===== src/rtl/fp_align_add.sv =====
// fp_align_add: two-stage FP add front end (unpack/swap/align, then add and left-normalize).
// Optional inf/NaN handling is built when FPADD_SPECIAL_EN is defined.
module fp_align_add #(
    parameter int EXP_W  = 8,
    parameter int FRAC_W = 23
) (
    input  logic                  clk,
    input  logic                  rst_n,
    input  logic                  in_valid,
    output logic                  in_ready,
    input  logic [EXP_W+FRAC_W:0] a,
    input  logic [EXP_W+FRAC_W:0] b,
    output logic                  out_valid,
    input  logic                  out_ready,
    output logic [FRAC_W+1:0]     mantissa_out,
    output logic [EXP_W-1:0]      exp_out,
    output logic                  sign_out
);
    localparam int MANT_W = FRAC_W + 1;
    localparam int SUM_W  = FRAC_W + 2;
    localparam int LZ_W   = $clog2(SUM_W);

    logic              w_a_sign, w_b_sign;
    logic [EXP_W-1:0]  w_a_exp, w_b_exp;
    logic [FRAC_W-1:0] w_a_frac, w_b_frac;
    logic [MANT_W-1:0] w_a_mant, w_b_mant;
    logic              w_a_is_l;
    logic [MANT_W-1:0] w_l_mant, w_s_mant, w_s_mant_al;
    logic [EXP_W-1:0]  w_l_exp, w_s_exp, w_d;
    logic              w_l_sign;
    logic              w_s1_adv, w_s2_adv;

    logic              r_s1_valid;
    logic [MANT_W-1:0] r_l_mant, r_s_mant;
    logic [EXP_W-1:0]  r_l_exp;
    logic              r_l_sign, r_eff_sub;

    logic              r_out_valid;
    logic [SUM_W-1:0]  r_mant_out;
    logic [EXP_W-1:0]  r_exp_out;
    logic              r_sign_out;

    logic [SUM_W-1:0]  w_sum;
    logic [LZ_W-1:0]   w_lz;
    logic [SUM_W-1:0]  w_res_mant;
    logic [EXP_W-1:0]  w_res_exp;
    logic              w_res_sign;

    assign {w_a_sign, w_a_exp, w_a_frac} = a;
    assign {w_b_sign, w_b_exp, w_b_frac} = b;

    // Zero exponent flushes denormals to zero
    assign w_a_mant = (w_a_exp == '0) ? '0 : {1'b1, w_a_frac};
    assign w_b_mant = (w_b_exp == '0) ? '0 : {1'b1, w_b_frac};

    assign w_a_is_l    = ({w_a_exp, w_a_frac} >= {w_b_exp, w_b_frac});
    assign w_l_mant    = w_a_is_l ? w_a_mant : w_b_mant;
    assign w_s_mant    = w_a_is_l ? w_b_mant : w_a_mant;
    assign w_l_exp     = w_a_is_l ? w_a_exp  : w_b_exp;
    assign w_s_exp     = w_a_is_l ? w_b_exp  : w_a_exp;
    assign w_l_sign    = w_a_is_l ? w_a_sign : w_b_sign;
    assign w_d         = w_l_exp - w_s_exp;
    assign w_s_mant_al = (32'(w_d) >= 32'(SUM_W)) ? '0 : (w_s_mant >> w_d);

`ifdef FPADD_SPECIAL_EN
    logic w_a_max, w_b_max, w_a_nan, w_b_nan;
    logic w_spec, w_spec_nan, w_spec_sign;
    logic r_spec, r_spec_nan, r_spec_sign;

    assign w_a_max     = (w_a_exp == '1);
    assign w_b_max     = (w_b_exp == '1);
    assign w_a_nan     = w_a_max && (w_a_frac != '0);
    assign w_b_nan     = w_b_max && (w_b_frac != '0);
    assign w_spec      = w_a_max || w_b_max;
    assign w_spec_nan  = w_a_nan || w_b_nan || (w_a_max && w_b_max && (w_a_sign != w_b_sign));
    assign w_spec_sign = !w_spec_nan && (w_a_max ? w_a_sign : w_b_sign);
`endif

    assign w_s2_adv = !r_out_valid || out_ready;
    assign w_s1_adv = !r_s1_valid || w_s2_adv;
    assign in_ready = w_s1_adv;

    always_ff @(posedge clk or negedge rst_n) begin
        if (!rst_n) begin
            r_s1_valid  <= 1'b0;
            r_l_mant    <= '0;
            r_s_mant    <= '0;
            r_l_exp     <= '0;
            r_l_sign    <= 1'b0;
            r_eff_sub   <= 1'b0;
`ifdef FPADD_SPECIAL_EN
            r_spec      <= 1'b0;
            r_spec_nan  <= 1'b0;
            r_spec_sign <= 1'b0;
`endif
        end else if (w_s1_adv) begin
            r_s1_valid <= in_valid;
            if (in_valid) begin
                r_l_mant    <= w_l_mant;
                r_s_mant    <= w_s_mant_al;
                r_l_exp     <= w_l_exp;
                r_l_sign    <= w_l_sign;
                r_eff_sub   <= w_a_sign ^ w_b_sign;
`ifdef FPADD_SPECIAL_EN
                r_spec      <= w_spec;
                r_spec_nan  <= w_spec_nan;
                r_spec_sign <= w_spec_sign;
`endif
            end
        end
    end

    // Swap guarantees L >= S, so the difference never goes negative
    assign w_sum = r_eff_sub ? ({1'b0, r_l_mant} - {1'b0, r_s_mant})
                             : ({1'b0, r_l_mant} + {1'b0, r_s_mant});

    always_comb begin
        logic found;
        w_lz  = '0;
        found = 1'b0;
        for (int unsigned i = 0; i < MANT_W; i++) begin
            if (!found && w_sum[MANT_W-1-i]) begin
                w_lz  = LZ_W'(i);
                found = 1'b1;
            end
        end
    end

    always_comb begin
        w_res_mant = w_sum;
        w_res_exp  = r_l_exp;
        w_res_sign = r_l_sign;
        if (w_sum[SUM_W-1]) begin
            w_res_mant = w_sum;
        end else if ((w_sum == '0) || (32'(w_lz) >= 32'(r_l_exp))) begin
            w_res_mant = '0;
            w_res_exp  = '0;
            w_res_sign = 1'b0;
        end else begin
            w_res_mant = w_sum << w_lz;
            w_res_exp  = r_l_exp - EXP_W'(w_lz);
        end
`ifdef FPADD_SPECIAL_EN
        if (r_spec) begin
            w_res_mant = {2'b01, r_spec_nan, {(FRAC_W-1){1'b0}}};
            w_res_exp  = '1;
            w_res_sign = r_spec_sign;
        end
`endif
    end

    always_ff @(posedge clk or negedge rst_n) begin
        if (!rst_n) begin
            r_out_valid <= 1'b0;
            r_mant_out  <= '0;
            r_exp_out   <= '0;
            r_sign_out  <= 1'b0;
        end else if (w_s2_adv) begin
            r_out_valid <= r_s1_valid;
            if (r_s1_valid) begin
                r_mant_out <= w_res_mant;
                r_exp_out  <= w_res_exp;
                r_sign_out <= w_res_sign;
            end
        end
    end

    assign out_valid    = r_out_valid;
    assign mantissa_out = r_mant_out;
    assign exp_out      = r_exp_out;
    assign sign_out     = r_sign_out;

endmodule


===== config.mk =====
export PLATFORM = sky130hd
export DESIGN_NAME = fp_align_add
export DESIGN_NICKNAME = d
export VERILOG_FILES = /design/src/rtl/fp_align_add.sv
export SDC_FILE = /design/constraint.sdc
export NUM_CORES = 1
export LEC_CHECK = 0
export BUFFER_PORTS_ARGS = -buffer_cell sky130_fd_sc_hd__buf_4
export CORE_UTILIZATION = 24
export CTS_CLUSTER_DIAMETER = 30
export DETAILED_ROUTE_END_ITERATION = 10
export PLACE_DENSITY = 0.38
export SLEW_MARGIN = 10
export SYNTH_ARGS = -nofsm -noshare
export SYNTH_HDL_FRONTEND = slang
export SYNTH_SLANG_ARGS = --single-unit

===== constraint.sdc =====
create_clock -name clk -period 7 [get_ports clk]
set_input_delay 0.35 -clock clk [delete_from_list [all_inputs] [get_ports clk]]
set_output_delay 0.35 -clock clk [all_outputs]
set_load 0.02 [all_outputs]

==> results of run 1 <==
[layout by cell type (no fill, tap or decap), types with 13 or more instances in the layout]
master / n
mux2i_1: 97
nor4_1: 13
xnor2_1: 35
nand2_1: 129
nor2_1: 149
a21o_1: 32
o21ai_0: 80
ha_1: 61
a31oi_1: 16
nand2b_1: 15
dfrtp_1: 94
inv_1: 57
nand4_1: 15
nand3_1: 29
buf_4: 211
nor3_1: 45
a21oi_1: 82
a221oi_1: 29
o22ai_1: 21
[worst max path at each step]
| stage | slack [ns] | to | cells after the start |
|---|---|---|---|
| after floorplan | 0.02 | mantissa_out[22] | 33 |
| after global placement | -0.06 | mantissa_out[21] | 33 |
| after detailed placement | -0.15 | mantissa_out[21] | 33 |
| after CTS | 0.005 | mantissa_out[22] | 30 |
| after global routing | -0.08 | mantissa_out[21] | 31 |
| final | 0.23 | mantissa_out[22] | 30 |
[sequential cells by signal, summed over array words and instances, names as in the netlist]
register and count:
r_l_mant 24, out_valid 1, mantissa_out 25, r_s1_valid 1, r_l_exp 8, r_l_sign 1, r_eff_sub 1, exp_out 8
sign_out 1, r_s_mant 24
[worst max-delay path: cells and delay by family (launching register included)]
| family | cells | cell delay [ns] |
|---|---|---|
| AOI/OAI and AO/OA | 13 | 2.42 |
| xor gates and xnor gates | 1 | 0.13 |
| adders and majority gates | 3 | 0.79 |
| buffers and inverters | 1 | 0.06 |
| DFF | 1 | 0.39 |
| and+or+nand+nor | 12 | 2.91 |
[stage by stage]
stage          hold slack (ns)  cell area (um2)    util  cells  worst slack [ns]
2_1_floorplan          0.05441            10650       -   1382           0.01823
3_3_place_gp            0.3833            12600  0.2905   2094          -0.06064
3_5_place_dp            0.3945            12600  0.2905   2094           -0.1463
4_1_cts                 0.1725            12990  0.2996   2110          0.004585
5_1_grt                 0.1845            13270  0.3060   2118          -0.07526
6_report                0.1908            13270  0.3060   2118            0.2299
[per-layer routing]
layer	GRT usage	wire length, um
met5	0	0
met4	0.06773	1318
met2	0.3031	19190
met1	0.2415	19100
met3	0.02127	1332
[cells by family after synthesis]
logic type	synth area share
AO/OA/AOI/OAI	0.2823
XOR/XNOR	0.04033
adder cells (fa/ha/maj)	0.07667
buffers and inverters	0.05362
flip-flops	0.2211
multiplexers	0.1040
AND/OR/NAND/NOR	0.2220
[repair_timing]
item,4_1_cts,5_1_grt
hold endpoints to repair,23,0
setup endpoints to repair,14,33
buffers inserted,1,8
hold buffers,1,0
cloned,0,0
pin swaps,3,24
resized for setup,11,48
[layout make-up]
cell class / count / area [um2]
sequential: 94 / 2352
inverter: 59 / 221.5
fill: 4835 / 30090
multi-input combinational: 1149 / 7991
timing repair buffer: 217 / 1650
tap: 585 / 732.0
clock inverter: 3 / 68.82
clock buffer: 11 / 252.7
==> flow_metrics.py, run 1 <==
metrics = {
    "status": {
        "status": "finished, final reports clean",
    },
    "setup_path": {
        "critPathCaptureType": "register",
        "crit_required_ns": 7.32,
        "crit_fanout": 5,
        "worstPathArrival_ns": 7.09,
        "slowest_delay_ns": 0.54,
        "rr_endpoint": "mantissa_out[22]",
        "r2r_slack_ns": 0.23,
        "crit_path_start": "r_s_mant[7]",
        "cp_slowest_cell": "or4_4",
        "worstSetupPathType": "register to register",
        "crit_path_start_kind": "register",
        "crit_top_cell": "or3_4",
        "reg2reg_from": "r_s_mant[7]",
        "reg2reg_depth": 30,
    },
    "drt": {
        "routedWlPerCell_um": 19.33,
        "ant_nets": 0,
        "drt-initial-drc-count": 611,
        "routed_wl_um": 40940,
        "vias_per_cell": 5.218,
        "via_count": 11050,
        "drt_pass1_iterations": 5,
        "drc": 0,
    },
    "logic_synthesis": {
        "ys_ff_latch": 94,
        "yosys_warnings": 0,
        "yosysMostFrequentCell": "nor2_1",
        "syn-cell-area_um2": 10640,
        "ys.flop_type": "dfrtp_1",
        "yosysSeqAreaShare": 0.2211,
        "synth_top_area_cell": "dfrtp_1",
        "ys_top_cells_by_area": "dfrtp_1 (22%), mux2i_1 (9.1%), ha_1 (7.3%)",
        "syn_inst": 1382,
        "synth_top_area_frac": 0.2211,
        "syn_area_per_cell_um2": 7.699,
        "synth_common_cells": "nor2_1 (153), nand2_1 (134), mux2i_1 (97)",
        "async_flop_share": 1.000,
        "syn_nets": 1514,
        "yosys.cell_types.count": 92,
        "synth_edf_count": 0,
    },
    "sta": {
        "period_needed_ns": 6.770,
        "worst_pin_slew_ns": 1.125,
        "final-hold-violation-count": 0,
        "setup_viol": 0,
        "rsz0062_at_grt": "true",
        "timing.setup.tns_ns": 0,
        "timing.final.crit_share": 0.9672,
        "slew_headroom": 0.2445,
        "slew_viol_final": 0,
        "fin_worst_skew_ns": 0.02501,
        "max_freq_mhz": 147.7,
    },
    "global_route": {
        "grt_pass1_wl_um": 63450,
        "antenna_found_initial": 0,
        "grtUsageTotal": 0.1825,
        "grt_pass1_vias": 11000,
        "grt_max_degree": 66,
        "grt-ovfl-total": 0,
    },
    "floorplanning": {
        "dieArea_um2": 45180,
        "core_area_um2": 43360,
        "start_util": 0.2454,
        "io_pins": 104,
        "row_count": 76,
        "die_x_um": 212.6,
        "fp.dieH_um": 212.6,
    },
    "final_layout": {
        "fin_nets": 1662,
        "drive_gt1_frac": 0.2120,
        "synthToLayoutAreaGrowth_pct": 24.71,
        "antennaDiodeCount": 0,
    },
    "worst_hold_path": {
        "holdCritPathClass": "input port to register",
        "hold_depth": 2,
        "worstHoldEndpoint": "r_s1_valid",
        "hp-start": "in_valid",
    },
    "placement": {
        "dpl.hpwl_um": 32990,
        "gp_congestion": 0.9048,
        "port_buffers": 103,
    },
    "clock_tree": {
        "cts_buffer_depth": 2,
        "clk_latency_ns": 0.39,
        "cts_tree": "built",
        "htree_levels": 3,
        "cts_buffers": 9,
        "cts.sinks": 94,
        "cts_root_buf": "clkbuf_16",
        "clk_pin_slew_worst_paths_ns": 0.09,
    },
    "run": {
        "maxCapViolations": 0,
    },
}
Power of run 1 is left out: the tool's default activity adds up to more than one toggle a clock period on the data nets, which glitch-free logic cannot reach.
==> run 2: changes to the inputs <==
--- a/config.mk
+++ b/config.mk
@@ -10,6 +10,7 @@
 export CTS_CLUSTER_DIAMETER = 30
 export DETAILED_ROUTE_END_ITERATION = 10
 export PLACE_DENSITY = 0.38
+export SETUP_SLACK_MARGIN = 0.4
 export SLEW_MARGIN = 10
 export SYNTH_ARGS = -nofsm -noshare
 export SYNTH_HDL_FRONTEND = slang
==> run 2 against run 1 <==
Clock-buffer cell count stayed put. First-iteration DRC count is 12% higher. Worst setup slack better by 0.080 ns. Sequential cell count stayed put. Clock skew is 0.0020 ns higher. Global-route usage is 0.27 points higher. Wire length is 0.79% higher. Core utilization is 0.54 points higher. Register-to-register slack better by 0.08 ns. Non-clock buffer count is 6 higher.
==> flow_metrics.py, run 2 (synthesis gave the netlist of run 1 again) <==
metrics = {
    "clock_tree": {
        "clk_pin_slew_worst_paths_ns": 0.07,
        "cts.sinks": 94,
        "clk_latency_ns": 0.38,
        "cts_root_buf": "clkbuf_16",
        "htree_levels": 3,
        "cts_buffer_depth": 2,
        "cts_buffers": 9,
        "cts_tree": "built",
    },
    "setup_path": {
        "r2r_slack_ns": 0.31,
        "crit_top_cell": "or3_4",
        "worstSetupPathType": "register to register",
        "critPathCaptureType": "register",
        "worstSetupEndpoint": "mantissa_out[22]",
        "slowest_delay_ns": 0.54,
        "crit_fanout": 4,
        "worstPathArrival_ns": 6.99,
        "reg2reg_depth": 32,
        "rr_endpoint": "mantissa_out[22]",
        "reg2reg_from": "r_s_mant[7]",
        "crit_path_start": "r_s_mant[7]",
        "crit_required_ns": 7.30,
        "cp_slowest_cell": "or4_4",
        "crit_path_start_kind": "register",
    },
    "sta": {
        "fin_worst_skew_ns": 0.02699,
        "setup_slack_ns": 0.3104,
        "setup_viol": 0,
        "whs_ns": 0.1951,
        "slew_viol_final": 0,
        "period_needed_ns": 6.690,
        "worst_pin_slew_ns": 1.139,
        "timing.setup.tns_ns": 0,
        "max_freq_mhz": 149.5,
        "final-hold-violation-count": 0,
        "rsz0062_at_grt": "true",
        "timing.final.crit_share": 0.9557,
        "slew_headroom": 0.2406,
    },
    "drt": {
        "vias_per_cell": 5.242,
        "ant_nets": 0,
        "drc": 0,
        "drt_pass1_iterations": 5,
        "routedWlPerCell_um": 19.41,
        "routed_wl_um": 41270,
        "drt-initial-drc-count": 684,
        "via_count": 11150,
    },
    "placement": {
        "gp_congestion": 0.8882,
        "port_buffers": 103,
        "dpl.hpwl_um": 33250,
        "place_ws_ns": -0.1322,
    },
    "global_route": {
        "grt_pass1_wl_um": 64940,
        "antenna_found_initial": 1,
        "grt_pass1_vias": 11190,
        "grtUsageTotal": 0.1852,
        "grt-ovfl-total": 0,
        "grt_max_degree": 70,
    },
    "status": {
        "status": "finished, final reports clean",
    },
    "final_layout": {
        "drive_gt1_frac": 0.2362,
        "final_cell_mix": "buf_4 (216), nor2_1 (146), nand2_1 (129), mux2i_1 (97), dfrtp_1 (94)",
        "final_common_cell": "buf_4",
        "antennaDiodeCount": 0,
        "largest_reg_flops": 25,
        "synthToLayoutAreaGrowth_pct": 26.92,
        "fin_nets": 1668,
        "utilization": 0.3114,
    },
    "floorplanning": {
        "core_area_um2": 43360,
        "fp.dieH_um": 212.6,
        "io_pins": 104,
        "start_util": 0.2454,
        "row_count": 76,
        "dieArea_um2": 45180,
        "die_x_um": 212.6,
    },
    "run": {
        "maxCapViolations": 0,
    },
    "worst_hold_path": {
        "holdCritPathClass": "input port to register",
        "hold_depth": 2,
    },
}
run 2: changes by cell type in the layout (fill, tap and decap cells not counted), sizes merged:
| cell | before | now |
|---|---|---|
| buf | 216 | 222 |
| bufinv | 2 | 0 |
| clkinvlp | 0 | 2 |
| clkinv | 1 | 2 |
| inv | 59 | 60 |
run 2: what timing repair did:
action | CTS | global route
buffers inserted | 12 | 15
setup endpoints to repair | 33 | 33
pin swaps | 20 | 26
hold endpoints to repair | 25 | 0
resized for setup | 40 | 50
hold buffers | 1 | 0
gates cloned | 0 | 0
run 2: worst min path at each step:
stage / to / from
after floorplan: exp_out[0] / rst_n
final: r_s1_valid / in_valid
after detailed placement: r_l_mant[23] / rst_n
after global routing: r_s1_valid / in_valid
after global placement: r_l_mant[23] / rst_n
after CTS: r_s1_valid / in_valid
run 2: layout make-up:
class | instances | area, um2
clock inverter | 5 | 33.78
tap | 585 | 732.0
fill | 4826 | 29860
inverter | 59 | 221.5
multi-input combinational | 1149 | 8223
sequential | 94 | 2352
clock buffer | 11 | 242.7
timing repair buffer | 223 | 1699
run 2: worst max-delay path, delay by kind of cell, from the launching register on:
kind                     cells  cell delay [ns]
XOR/XNOR                     1             0.12
AO/OA/AOI/OAI               13             2.06
adder cells (fa/ha/maj)      3             0.79
flip-flops                   1             0.38
AND/OR/NAND/NOR             12             2.93
buffers and inverters        3             0.33
run 2: metrics by stage:
step / instances / area, um2
2_1_floorplan: 1382 / 10730
3_3_place_gp: 2082 / 12570
3_5_place_dp: 2082 / 12570
4_1_cts: 2111 / 13150
5_1_grt: 2126 / 13500
6_report: 2126 / 13500
run 2: per-layer routing:
metal,GRT usage,up-vias,part of all wire
met1,0.2488,5377,0.47
met5,0,-,0
met3,0.01802,49,0.029
li1,-,5477,-
met2,0.3110,242,0.48
met4,0.05706,0,0.025
Power of run 2 is left out for the same reason.
